`src/rtl/gate_settle_timer.sv`:
```
// Loadable down-counter holding each vector for SETTLE_CYCLES extra cycles;
// zero marks the sampling cycle.
module gate_settle_timer #(
  parameter int SETTLE_CYCLES = 2
) (
  input  logic clk,
  input  logic rst_n,
  input  logic load,
  input  logic en,
  output logic zero
);

  localparam int W = (SETTLE_CYCLES > 1) ? $clog2(SETTLE_CYCLES + 1) : 1;
  localparam logic [W-1:0] LOAD_VAL = W'(SETTLE_CYCLES);

  logic [W-1:0] cnt;

  always_ff @(posedge clk) begin
    if (!rst_n)                 cnt <= '0;
    else if (load)              cnt <= LOAD_VAL;
    else if (en && cnt != '0)   cnt <= cnt - W'(1);
  end

  assign zero = (cnt == '0);

endmodule

```
`config.mk`:
```
export PLATFORM = sky130hd
export DESIGN_NAME = gate_settle_timer
export DESIGN_NICKNAME = d
export VERILOG_FILES = /design/src/rtl/gate_settle_timer.sv
export SDC_FILE = /design/constraint.sdc
export NUM_CORES = 1
export LEC_CHECK = 0
export ABC_AREA = 1
export ABC_CLOCK_PERIOD_IN_PS = 1700
export CAP_MARGIN = 0
export CORE_AREA = 2 2 39 41
export DETAILED_ROUTE_END_ITERATION = 7
export DIE_AREA = 0 0 41 43
export HOLD_SLACK_MARGIN = 0.02
export MAX_ROUTING_LAYER = met4
export PLACE_DENSITY_LB_ADDON = 0.12
export SYNTH_ARGS = -nofsm -noshare
export SYNTH_HDL_FRONTEND = slang
export SYNTH_SLANG_ARGS = --single-unit
```
`constraint.sdc`:
```
create_clock -name clk -period 1.7 [get_ports clk]
set_input_delay 0.425 -clock clk [delete_from_list [all_inputs] [get_ports clk]]
set_output_delay 0.425 -clock clk [all_outputs]
set_load 0.01 [all_outputs]
```
==> results of run 1 <==
per-layer routing:
layer,vias up,wire [um],GRT usage (%)
met3,0,27,1.571
li1,68,-,-
met2,5,91,4.688
met5,-,0,-
met4,0,0,6.000
met1,45,100,3.834
how the worst max path moves through the flow:
stage                     endpoint  slack (ns)
after global routing          zero        0.15
final                         zero        0.20
after global placement        zero        0.21
after CTS                     zero        0.18
after floorplan               zero        0.69
after detailed placement      zero        0.20
per-stage QoR:
stage	std cells	worst slack, ns	hold slack (ns)	util, %	power, W
finish	41	0.1998	0.4510	14.10	0.0001815
global route	41	0.1495	0.4845	14.10	0.0001961
CTS	41	0.1801	0.4515	14.10	0.0001898
detailed placement	38	0.1991	0.4467	12.57	0.00008386
global placement	38	0.2089	0.4468	12.57	0.00008354
floorplan	18	0.6890	0.4342	-	0.00006888
cell usage in the layout (no fill, tap or decap), drive strengths merged:
cell | Yosys | routed
clkdlybuf4s50 | 0 | 3
nand2 | 5 | 5
ha | 1 | 1
nand3 | 3 | 3
clkbuf | 0 | 3
a21oi | 1 | 1
inv | 6 | 6
dfxtp | 2 | 2
dlygate4sd2 | 0 | 1
power by group through the flow:
stage	Sequential [W]	Clock [W]	Combinational, W
after floorplan	0.0000519	0	0.0000170
after global placement	0.0000523	0	0.0000312
after detailed placement	0.0000523	0	0.0000316
after CTS	0.0000517	0.000108	0.0000298
after global routing	0.0000517	0.000110	0.0000348
final	0.0000517	0.000101	0.0000291
critical path: cells and delay by family, from the launching register on:
kind	cells	cell delay, ns
adder cells (fa/ha/maj)	1	0.21
buffers and inverters	2	0.34
flip-flops	1	0.31
timing repair:
action,CTS,global route
resized for setup,1,0
hold buffers,0,0
endpoints found under the setup margin,1,0
kinds of logic after synthesis:
family | after synthesis | share of synthesized area, %
and+or+nand+nor | 8 | 29.67
adders and majority gates | 1 | 10.99
AOI/OAI and AO/OA | 1 | 4.391
DFF | 2 | 35.17
buffers and inverters | 6 | 19.78
cell type report:
cell class	instances	area [um2]
Clock buffer	3	22.52
Sequential cell	2	40.04
Timing Repair Buffer	4	38.79
Fill cell	155	1189
Multi-Input combinational cell	10	51.30
Tap cell	16	20.02
Inverter	6	22.52
==> results.yml, run 1 <==
pwr:
  power.share.switching_pct: 21.17
  p_clk_share_pct: 55.5
  peakVddDrop_v: 0.0002127
  internal_power_w: 0.0001431
  power_frac_seq_pct: 28.5
  cellLeakagePower_nw: 0.09448
  p_sw_w: 0.00003843
  power_density_over_the_cells_nw_per_um2: 929.9
  gate_power_share_pct: 16.1
detailed_routing:
  detailed_route_via_count: 118
  wl_per_cell_um: 5.341
  vias_per_cell: 2.878
  detail-route-antenna-nets: 0
  route.detailed.drc: 0
  detail_route.first_pass.iterations: 2
  routed_wirelength_um: 219
  drt_first_iter_violations: 1
clock_tree:
  numClockSinks: 2
  cts_inserted_buffers: 3
  clk_transition_reported_paths_ns: 0.03
  clk_path_buf_depth: 2
  cts-htree-levels: 1
  clock_latency_ns: 0.22
  tritoncts: "done"
  cts_root_buffer: "sky130_fd_sc_hd__clkbuf_4"
  post_cts_buffers: 0
grt:
  number_of_global_route_vias_before_repair: 139
  grt_first_pass_wirelength_um: 420
  largest_net_degree_at_the_start_of_global_routing: 4
  grt_antenna_before_repair: 0
  grt.total_usage_pct: 4.004
  overflow: 0
die:
  die_area_um2: 1763
  die_w_um: 41
  fp.dieH_um: 43
  floorplan.core_area_um2: 1384
  start_util_pct: 8.228
  placementRows: 14
  floorplan.io_pins: 5
finish:
  finalNetCount: 32
  fraction_of_final_layout_cells_with_drive_strength_greater_than_1_pct: 16.00
  fin_area_um2: 195.2
  largest_reg_flops: 2
  max_flop_register: "cnt"
  reg_top3: "cnt x2"
  insertedDiodeCount: 0
  area_delta_synth_final_pct: 71.43
yosys:
  synth_nets: 23
  synth_cell_types: 7
  ys_seq_area_share_pct: 35.16
  post_synth_inst_count: 18
  synth_area_per_cell_um2: 6.326
  synth_top_area_cell: "sky130_fd_sc_hd__dfxtp_1"
  postSynthRegisterBits: 2
  yosys_most_used_dff: "sky130_fd_sc_hd__dfxtp_1"
  synthTopCellsByCount: "5 x sky130_fd_sc_hd__inv_1, 5 x sky130_fd_sc_hd__nand2_1, 3 x sky130_fd_sc_hd__nand3_1, 2 x sky130_fd_sc_hd__dfxtp_1"
  synth_enable_flop_cells: 0
  mappedNetlistArea_um2: 113.9
  synthDominantCellAreaShare_pct: 35.16
  synth_warnings: 0
  async_reset_ff_share_pct: 0
  ys_top_cells_by_area: "sky130_fd_sc_hd__dfxtp_1 35%, sky130_fd_sc_hd__inv_1 16%, sky130_fd_sc_hd__nand2_1 16%"
setup_path:
  crit_fanout: 2
  reg2reg_from: "cnt[0]"
  slowest_delay_ns: 0.31
  crit_type: "flip-flop to output port"
  critical_path.startpoint: "cnt[0]"
  worst_ep_required_time_ns: 1.27
  critPathCaptureType: "output port"
  critPathArrivalTime_ns: 1.08
  reg2reg_setup_slack_ns: 0.69
  worst-r2r-cell-count: 8
  timing.rr.end: "cnt[1]"
  slowest_stage: "sky130_fd_sc_hd__dfxtp_1"
  path_cells: "inv_1 -> ha_1 -> dlygate4sd2_1"
  start_kind: "flip-flop"
timing:
  fin_crit_ns: 1.500
  timing.setup.tns_ns: 0
  worst_pin_slew_ns: 0.1197
  grt_setup_unrepaired: "no"
  achievable-frequency_mhz: 666.6
  slew_viol_final: 0
  layout_worst_path_cycle_share_pct: 88.25
  slew_headroom_pct: 92.00
  finalHoldViolations: 0
  finalSetupViolations: 0
  final.setup_skew_ns: 0.0001681
min_path:
  class_of_the_worst_hold_path: "flip-flop to flip-flop"
  hold-path-cell-count: 2
  hold_path_startpoint: "cnt[0]"
  hold-path-endpoint: "cnt[0]"
run:
  max_cap_violations: 0
placed_design:
  detailed_placement_hpwl_um: 188.6
  gp_congestion: 0.5654
  placedInstanceArea_um2: 173.9
  placement.io_buffers: 4
outcome:
  outcome: "finished, final reports clean"
No activity file was read; power rests on OpenSTA's default activity.
==> inputs of run 2 (changes only) <==
Settings changed: GPL_ROUTABILITY_DRIVEN from default to 0.
==> results of run 2 <==
Same layout as run 1: the final DEF is identical, and so are final timing and power.
==> inputs of run 3 (changes only) <==
Settings changed: ABC_AREA 1 to default, CTS_CLUSTER_DIAMETER from default to 120.
==> results.yml, run 3 <==
clock_tree:
  ctsResizeCount: 1
  post_cts_buffers: 0
  numClockSinks: 2
  tritoncts: "done"
  cts-htree-levels: 1
  cts_inserted_buffers: 3
  clk_path_buf_depth: 2
  cts.hold.buffers_added: 0
  cts_root_buffer: "sky130_fd_sc_hd__clkbuf_4"
  clock_latency_ns: 0.22
  clk_transition_reported_paths_ns: 0.03
yosys:
  ys_top_cells_by_area: "sky130_fd_sc_hd__dfxtp_1 36%, sky130_fd_sc_hd__nor2b_4 12%, sky130_fd_sc_hd__ha_1 11%"
  synth_enable_flop_cells: 0
  simple_gate_portion_of_the_synthesized_area_pct: 23.33
  ys_seq_area_share_pct: 35.56
  synth_top_area_cell: "sky130_fd_sc_hd__dfxtp_1"
  synth_cell_types: 8
  main_combinational_cell_family_by_area_after_synthesis: "simple AND/OR/NAND/NOR gates"
  synth_nets: 15
  postSynthRegisterBits: 2
  mappedNetlistArea_um2: 112.6
  yosys-mux-area-fraction_pct: 8.889
  synthAdderAreaFrac_pct: 11.11
  synth-compound-area-share_pct: 6.667
  synth_warnings: 0
  synthTopCellsByCount: "2 x sky130_fd_sc_hd__dfxtp_1, 2 x sky130_fd_sc_hd__inv_1"
  yosys_most_used_dff: "sky130_fd_sc_hd__dfxtp_1"
  synth_area_per_cell_um2: 11.26
  synthDominantCellAreaShare_pct: 35.56
  async_reset_ff_share_pct: 0
  yosys.area_share.xor_xnor_pct: 7.778
  post_synth_inst_count: 10
grt:
  overflow: 0
  grt.total_usage_pct: 3.077
  met2_usage_pct: 2.813
  number_of_global_route_vias_before_repair: 96
  grt_first_pass_wirelength_um: 289
  grt.met1_usage_pct: 2.866
  grt_antenna_before_repair: 0
  grt_most_used_layer: "met4"
  largest_net_degree_at_the_start_of_global_routing: 3
  globalRouteMet3Util_pct: 1.571
finish:
  area_delta_synth_final_pct: 72.22
  insertedDiodeCount: 0
  max_flop_register: "cnt"
  finalNetCount: 24
  layout.cells.most_common_list: "3 x sky130_fd_sc_hd__clkbuf_4, 3 x sky130_fd_sc_hd__clkdlybuf4s50_1, 2 x sky130_fd_sc_hd__inv_1, 2 x sky130_fd_sc_hd__dfxtp_1"
  fraction_of_final_layout_cells_with_drive_strength_greater_than_1_pct: 29.41
  largest_reg_flops: 2
  reg_top3: "cnt x2"
detailed_routing:
  detailed_route_via_count: 86
  detail-route-antenna-nets: 0
  drt_first_iter_violations: 2
  wl_per_cell_um: 5.394
  route.detailed.drc: 0
  detail_route.first_pass.iterations: 2
  routed_wirelength_um: 178
  vias_per_cell: 2.606
die:
  floorplan.core_area_um2: 1384
  die_w_um: 41
  floorplan.io_pins: 5
  fp.dieH_um: 43
  placementRows: 14
  start_util_pct: 8.137
  die_area_um2: 1763
timing:
  slew_viol_final: 0
  fin_crit_ns: 1.541
  achievable-frequency_mhz: 648.9
  layout_worst_path_cycle_share_pct: 90.65
  fin_worst_hold_slack_ns: 0.5638
  slew_headroom_pct: 88.47
  finalHoldViolations: 0
  final.setup_skew_ns: 0.0002895
  timing.setup.tns_ns: 0
  post-route-worst-setup-slack_ns: 0.1589
  grt_setup_unrepaired: "no"
  finalSetupViolations: 0
  worst_pin_slew_ns: 0.1717
pwr:
  peakVddDrop_v: 0.0001605
  power_density_over_the_cells_nw_per_um2: 952.9
  cellLeakagePower_nw: 0.07422
placed_design:
  setup_slack_at_placement_ns: 0.1604
  placement.io_buffers: 4
run:
  max_cap_violations: 0
min_path:
  class_of_the_worst_hold_path: "flip-flop to flip-flop"
setup_path:
  crit_fanout: 2
  worst_ep_required_time_ns: 1.27
  critPathCaptureType: "output port"
  path_cells: "inv_1 -> ha_1 -> dlygate4sd2_1"
  slowest_delay_ns: 0.33
  crit_type: "flip-flop to output port"
  critPathArrivalTime_ns: 1.12
  cp_top_family: "buffers and inverters"
  slowest_stage: "sky130_fd_sc_hd__dfxtp_1"
  critPathBufInv: 2
  start_kind: "flip-flop"
outcome:
  outcome: "finished, final reports clean"
[run 3: power breakdown]
group / total [W] / switching, W / internal (W) / leakage, nW
clock network: 0.000103 / 0.0000250 / 0.0000777 / 0.0138
registers: 0.0000514 / 0.00000100 / 0.0000504 / 0.0165
logic: 0.0000307 / 0.0000119 / 0.0000188 / 0.0439
[run 3: layout make-up]
cell class,instances,area [um2]
clock buffers,3,22.52
fillers,156,1190
inverters,2,7.507
multi-input cells,6,65.06
flip-flops and latches,2,40.04
well taps,16,20.02
repair buffers,4,38.79
[run 3: layer usage]
metal	vias up	routed length, um	share of wire, %
met3	0	28	16
met4	0	0	0
met2	5	72	40
met5	-	0	0
li1	46	-	-
met1	35	78	44
[run 3: worst paths after layout]
check         start  endpoint  slack (ns)  depth (start not counted)
min          cnt[0]    cnt[0]        0.56                          2
max reg2reg  cnt[0]    cnt[1]        0.59                          5
min reg2reg  cnt[0]    cnt[0]        0.56                          2
max          cnt[0]      zero        0.16                          3
[run 3: worst reg2reg max path: cells and delay by family, from the launching register on]
family	cells	cell delay, ns
flip-flops	1	0.33
adder cells (fa/ha/maj)	1	0.23
AND/OR/NAND/NOR	1	0.14
multiplexers	1	0.20
buffers and inverters	1	0.05
AO/OA/AOI/OAI	1	0.12
[run 3: kinds of logic (layout without fill, tap and decap cells)]
kind of cell               after synthesis  count (layout)
AOI/OAI and AO/OA                        1               1
xor gates and xnor gates                 1               1
and+or+nand+nor                          2               2
adders and majority gates                1               1
DFF                                      2               2
buffers and inverters                    2               9
muxes                                    1               1
[run 3: metrics by stage]
stage                     area, um2  utilization [%]   power (W)  instances
after floorplan               112.6                -  0.00007116         10
after CTS                     193.9            14.01   0.0001942         33
after global routing          193.9            14.01   0.0001985         33
final                         193.9            14.01   0.0001848         33
after detailed placement      172.7            12.48  0.00008518         30
after global placement        172.7            12.48  0.00008537         30
